**src/rtl/memory_channel_requester.sv**
```systemverilog
// memory_channel_requester
// Client-side port for one channel of a round-robin main-memory controller.
// Takes a single load/store from a CPU client, holds it on the controller
// channel until this channel's grant slot accepts it, then waits for the
// one-cycle-later response (or an error/timeout) and returns it to the client
// as a held response. Only one transaction is ever outstanding.
//
// Ports:
//   clock, clear                 - rising-edge clock, async active-high reset
//   req_*                        - client request (valid/ready handshake)
//   resp_*                       - client response (valid/ready handshake)
//   ch_to_controller_*           - request toward the controller
//   controller_to_ch_*           - response from the controller
//   busy                         - a transaction is in flight
//   error_count                  - saturating count of error responses
module memory_channel_requester #(
    parameter int ADDRESS_WIDTH  = 32,
    parameter int DATA_WIDTH     = 32,
    parameter int TIMEOUT_CYCLES = 15,
    parameter int TIMEOUT_WIDTH  = 4
) (
    input  logic                     clock,
    input  logic                     clear,
    input  logic                     req_valid,
    output logic                     req_ready,
    input  logic                     req_write,
    input  logic [ADDRESS_WIDTH-1:0] req_address,
    input  logic [DATA_WIDTH-1:0]    req_write_data,
    output logic                     resp_valid,
    input  logic                     resp_ready,
    output logic                     resp_error,
    output logic [DATA_WIDTH-1:0]    resp_read_data,
    output logic                     ch_to_controller_valid,
    input  logic                     ch_to_controller_ready,
    output logic                     ch_to_controller_write,
    output logic [ADDRESS_WIDTH-1:0] ch_to_controller_address,
    output logic [DATA_WIDTH-1:0]    ch_to_controller_write_data,
    input  logic                     controller_to_ch_valid,
    output logic                     controller_to_ch_ready,
    input  logic                     controller_to_ch_error,
    input  logic [DATA_WIDTH-1:0]    controller_to_ch_read_data,
    output logic                     busy,
    output logic [7:0]               error_count
);

    typedef enum logic [1:0] {
        S_IDLE    = 2'd0,
        S_ISSUE   = 2'd1,
        S_AWAIT   = 2'd2,
        S_RESPOND = 2'd3
    } state_t;

    localparam logic [TIMEOUT_WIDTH-1:0] TIMER_LAST = TIMEOUT_WIDTH'(TIMEOUT_CYCLES - 1);

    state_t                   r_state;
    state_t                   w_next_state;
    logic                     r_write;
    logic [ADDRESS_WIDTH-1:0] r_address;
    logic [DATA_WIDTH-1:0]    r_write_data;
    logic                     r_resp_error;
    logic [DATA_WIDTH-1:0]    r_resp_data;
    logic [TIMEOUT_WIDTH-1:0] r_timer;
    logic [7:0]               r_error_count;

    logic                     w_accept;
    logic                     w_capture;
    logic                     w_cap_error;
    logic [DATA_WIDTH-1:0]    w_cap_data;

    always_comb begin
        w_next_state = r_state;
        w_accept     = 1'b0;
        w_capture    = 1'b0;
        w_cap_error  = 1'b0;
        w_cap_data   = '0;
        case (r_state)
            S_IDLE: begin
                if (req_valid) begin
                    w_accept     = 1'b1;
                    w_next_state = S_ISSUE;
                end
            end
            S_ISSUE: begin
                // No timeout here: the grant slot always comes back around.
                if (ch_to_controller_ready) w_next_state = S_AWAIT;
            end
            S_AWAIT: begin
                if (controller_to_ch_valid) begin
                    w_capture  = 1'b1;
                    w_cap_data = r_write ? '0 : controller_to_ch_read_data;
                end else if (r_timer == '0 && controller_to_ch_error) begin
                    // The error line is shared; it only belongs to us in the
                    // first cycle after acceptance.
                    w_capture   = 1'b1;
                    w_cap_error = 1'b1;
                end else if (r_timer == TIMER_LAST) begin
                    w_capture   = 1'b1;
                    w_cap_error = 1'b1;
                end
                if (w_capture) w_next_state = S_RESPOND;
            end
            S_RESPOND: begin
                if (resp_ready) w_next_state = S_IDLE;
            end
            default: w_next_state = S_IDLE;
        endcase
    end

    always_ff @(posedge clock or posedge clear) begin
        if (clear) begin
            r_state       <= S_IDLE;
            r_write       <= 1'b0;
            r_address     <= '0;
            r_write_data  <= '0;
            r_resp_error  <= 1'b0;
            r_resp_data   <= '0;
            r_timer       <= '0;
            r_error_count <= '0;
        end else begin
            r_state <= w_next_state;
            if (w_accept) begin
                r_write      <= req_write;
                r_address    <= req_address;
                r_write_data <= req_write_data;
            end
            if (r_state == S_ISSUE) begin
                r_timer <= '0;
            end else if (r_state == S_AWAIT && !w_capture) begin
                r_timer <= r_timer + 1'b1;
            end
            if (w_capture) begin
                r_resp_error <= w_cap_error;
                r_resp_data  <= w_cap_data;
                if (w_cap_error && r_error_count != 8'hFF) begin
                    r_error_count <= r_error_count + 8'd1;
                end
            end
        end
    end

    assign req_ready                   = (r_state == S_IDLE);
    assign resp_valid                  = (r_state == S_RESPOND);
    assign resp_error                  = r_resp_error;
    assign resp_read_data              = r_resp_data;
    assign ch_to_controller_valid      = (r_state == S_ISSUE);
    assign ch_to_controller_write      = r_write;
    assign ch_to_controller_address    = r_address;
    assign ch_to_controller_write_data = r_write_data;
    assign controller_to_ch_ready      = (r_state == S_AWAIT);
    assign busy                        = (r_state != S_IDLE);
    assign error_count                 = r_error_count;

endmodule

```
**config.mk**
```make
export PLATFORM = sky130hd
export DESIGN_NAME = memory_channel_requester
export DESIGN_NICKNAME = d
export VERILOG_FILES = /design/src/rtl/memory_channel_requester.sv
export SDC_FILE = /design/constraint.sdc
export NUM_CORES = 1
export LEC_CHECK = 0
export ABC_CLOCK_PERIOD_IN_PS = 7010
export CORE_ASPECT_RATIO = 0.8
export CORE_MARGIN = 2
export CORE_UTILIZATION = 45
export CTS_BUF_LIST = sky130_fd_sc_hd__clkbuf_4
export CTS_CLUSTER_DIAMETER = 120
export CTS_CLUSTER_SIZE = 12
export DETAILED_ROUTE_END_ITERATION = 6
export GPL_TIMING_DRIVEN = 0
export PLACE_DENSITY = 0.93
export RECOVER_POWER = 100
export SYNTH_ARGS = -nofsm -noshare
export SYNTH_HDL_FRONTEND = slang
export SYNTH_SLANG_ARGS = --single-unit
export TNS_END_PERCENT = 50
```
**constraint.sdc**
```tcl
create_clock -name clock -period 7.01 [get_ports clock]
set_input_delay 0.701 -clock clock [delete_from_list [all_inputs] [get_ports clock]]
set_output_delay 0.701 -clock clock [all_outputs]
set_load 0.03 [all_outputs]
```
==> impl_results.md <==
- Cts hold-fix bufs: 0
- Part of the power in registers: 0.345
- Slew Viols, Final: 46
- HP Class: register to register
- Design internal power: 1820 uW
- Violated checks: capacitance limit, slew limit
- Post-synth EDFFs: 0
- CP Capture Type: output port
- Async SR Flop Fraction: 1.00
- DIE AREA: 10600 um2
- Clock latency on the worst-skew pair: 0.45 ns
- Count leader, synth: dfrtp_1
- Placed Cells: 625
- Minimum clock period: 2.83 ns
- Post-Syn Area: 4380 um2
- N_diodes: 0
- Global placer's final weighted congestion: 0.812
- H-tree depth: 3
- Synth area leader: dfrtp_1
- Vias in the first global route: 3342
- Filler cells: 660
- First-pass GRT wire length: 17.3 mm
- GRT Total Usage: 0.213
- Arrival @ worst endpoint: 2.13 ns
- RSZ-0062 raised after global routing: false
- PortBufs: 214
- Die height: 92.3 um
- Distinct cell type count after synthesis: 27
- Crit Path Category: register to output port
- Peak fanout along the critical path: 7
- Fin Setup TNS: 0 ns
- Routed length on met1: 4.37 mm
- Net Sw Power: 1390 uW
- Clk buf depth: 2
- Status: finished with violations
- Comb power frac: 0.556
- Antenna-violating nets left: 0
- Detail Placement HPWL: 8.45 mm
- Required @ worst endpoint: 6.31 ns
- Max Cap Viol: 1
- Synth top area cells: dfrtp_1 (64%), mux2_2 (17%), a22o_1 (6.4%)
- Static Leak: 0.00307 uW
- Clock root buffer: clkbuf_4
- Power per cell area: 471 nW/um2
- Syn Nets: 404
- Initial Utilization: 0.458
- Wire per inst: 17.2 um
- Vias: 3226
- P&R area growth vs syn: 55.6%
- Most used DFF post-synth: dfrtp_1
- Core Footprint: 9570 um2
- Slew @ Worst Pin: 2.11 ns
- # nets final: 630
- Io pins: 215
- DR vias/cell: 5.04
- Uppermost routed layer: met4
- Fin. Hold Viols: 0
- R2R cell count: 6
- Final non-filler cell total: 640
- Post-CTS setup repair buffer count: 0
- Crit share post-route: 0.404
- Clk_skew: 0.0116 ns
- DRT Pass-1 Iters: 5
- Routed WL: 11.0 mm
- Post_cts resized: 0
- Max Fclk: 353 MHz
- Final setup fails: 0
- Routed wl met3: 728 um
- Worst vdd ir: 0.297 mV
- Sequential fraction of the synthesis area: 0.639
- Initial antenna violation count: 0
- GR Overflow Total: 0
- Seq cells post-synth: 112
- Synth top area share: 0.639
- CTS tree: done
- Critical Path Start Type: register
- Commonest cells post-synth: dfrtp_1 (112), mux2_2 (68), a22o_1 (32)
- Clk network pwr share: 0.099
- Syn_area_per_cell: 15.1 um2
- Largest net degree at the start of global routing: 68
- Row count: 32
- Share of cells above drive strength 1: 0.167
- Hold Path Depth: 1
- Met2 wire length: 5.68 mm
- Net Sw Frac: 0.432
- Die W: 114 um
- Slew HR: -0.411
- Detailed router's first-iteration violation count: 144
- Yosys warning count: 0
- DRC violations left: 0
- Worst-path clk slew: 0.16 ns
- Clock sink count: 112
- Syn Inst Count: 291
- Num CTS Buffers: 9
cell usage in the layout (no fill, tap or decap), types with 3 or more instances in the layout:
cell             instances
dfrtp_1                112
dlygate4sd3_1          112
clkdlybuf4s50_1        102
mux2_2                  68
a22o_1                  32
clkbuf_1                13
ha_1                     9
clkbuf_4                 9
xor2_1                   7
nor2_1                   7
nand2_1                  6
inv_1                    6
nand4_1                  5
nand3_1                  4
nor3_1                   3
a21oi_1                  3
path summary, 6_finish.rpt:
kind | endpoint | slack [ns] | startpoint
min | ch_to_controller_address[3] | 0.52 | ch_to_controller_address[3]
max | controller_to_ch_ready | 4.18 | r_state[0]
max reg2reg | ch_to_controller_write_data[17] | 4.65 | r_state[0]
max in group asynchronous | ch_to_controller_write_data[14] | 4.78 | clear
min in group asynchronous | resp_read_data[4] | 1.23 | clear
min reg2reg | ch_to_controller_address[3] | 0.52 | ch_to_controller_address[3]
worst max-delay path: stages, from the launching register on:
cell and delay (ns):
dfrtp_1 0.45, inv_1 0.13, ha_1 0.31, dlygate4sd3_1 0.79
through the flow:
step / power, uW / instance area [um2] / hold slack (ns) / util / worst slack, ns
detailed placement: 3050 / 6700 / 0.491 / 0.701 / 4.42
global route: 3380 / 6820 / 0.532 / 0.712 / 4.06
floorplan: 2220 / 4380 / 0.528 / - / 3.35
CTS: 3380 / 6840 / 0.528 / 0.715 / 4.18
finish: 3210 / 6820 / 0.516 / 0.712 / 4.18
global placement: 2990 / 6670 / 0.484 / 0.697 / 1.90
state kept, by name, summed over array words and instances, names as in the netlist:
| register | flops |
|---|---|
| ch_to_controller_address | 32 |
| ch_to_controller_write | 1 |
| ch_to_controller_write_data | 32 |
| error_count | 8 |
| r_state | 2 |
| r_timer | 4 |
| resp_error | 1 |
| resp_read_data | 32 |
power by group through the flow:
stage          sequential [uW]  combinational (uW)  clock [uW]
4_1_cts                   1120                1920         333
3_3_place_gp              1110                1870           0
6_report                  1110                1780         318
3_5_place_dp              1140                1910           0
2_1_floorplan             1700                 518           0
5_1_grt                   1150                1880         353
logic make-up after synthesis:
kind of cell,share of synthesized area
adder cells (fa/ha/maj),0.0257
flip-flops,0.639
XOR/XNOR,0.0160
buffers and inverters,0.0194
AO/OA/AOI/OAI,0.0768
AND/OR/NAND/NOR,0.0434
multiplexers,0.179
final cells by class:
class	instances	area, um2	share of cell area
plain buffers	13	48.8	0.00716
clock buffers	9	67.6	0.00991
clock inverters	6	68.8	0.0101
inverters	7	27.5	0.00404
multi-input cells	159	1480	0.218
flip-flops and latches	112	2800	0.411
well taps	119	149	0.0218
repair buffers	215	2170	0.318
routing by layer:
metal | GRT usage | vias up
li1 | - | 1498
met1 | 0.264 | 1573
met2 | 0.364 | 136
met3 | 0.0582 | 19
met4 | 0.0701 | 0
met5 | 0 | -
No activity file was read; power rests on OpenSTA's default activity.
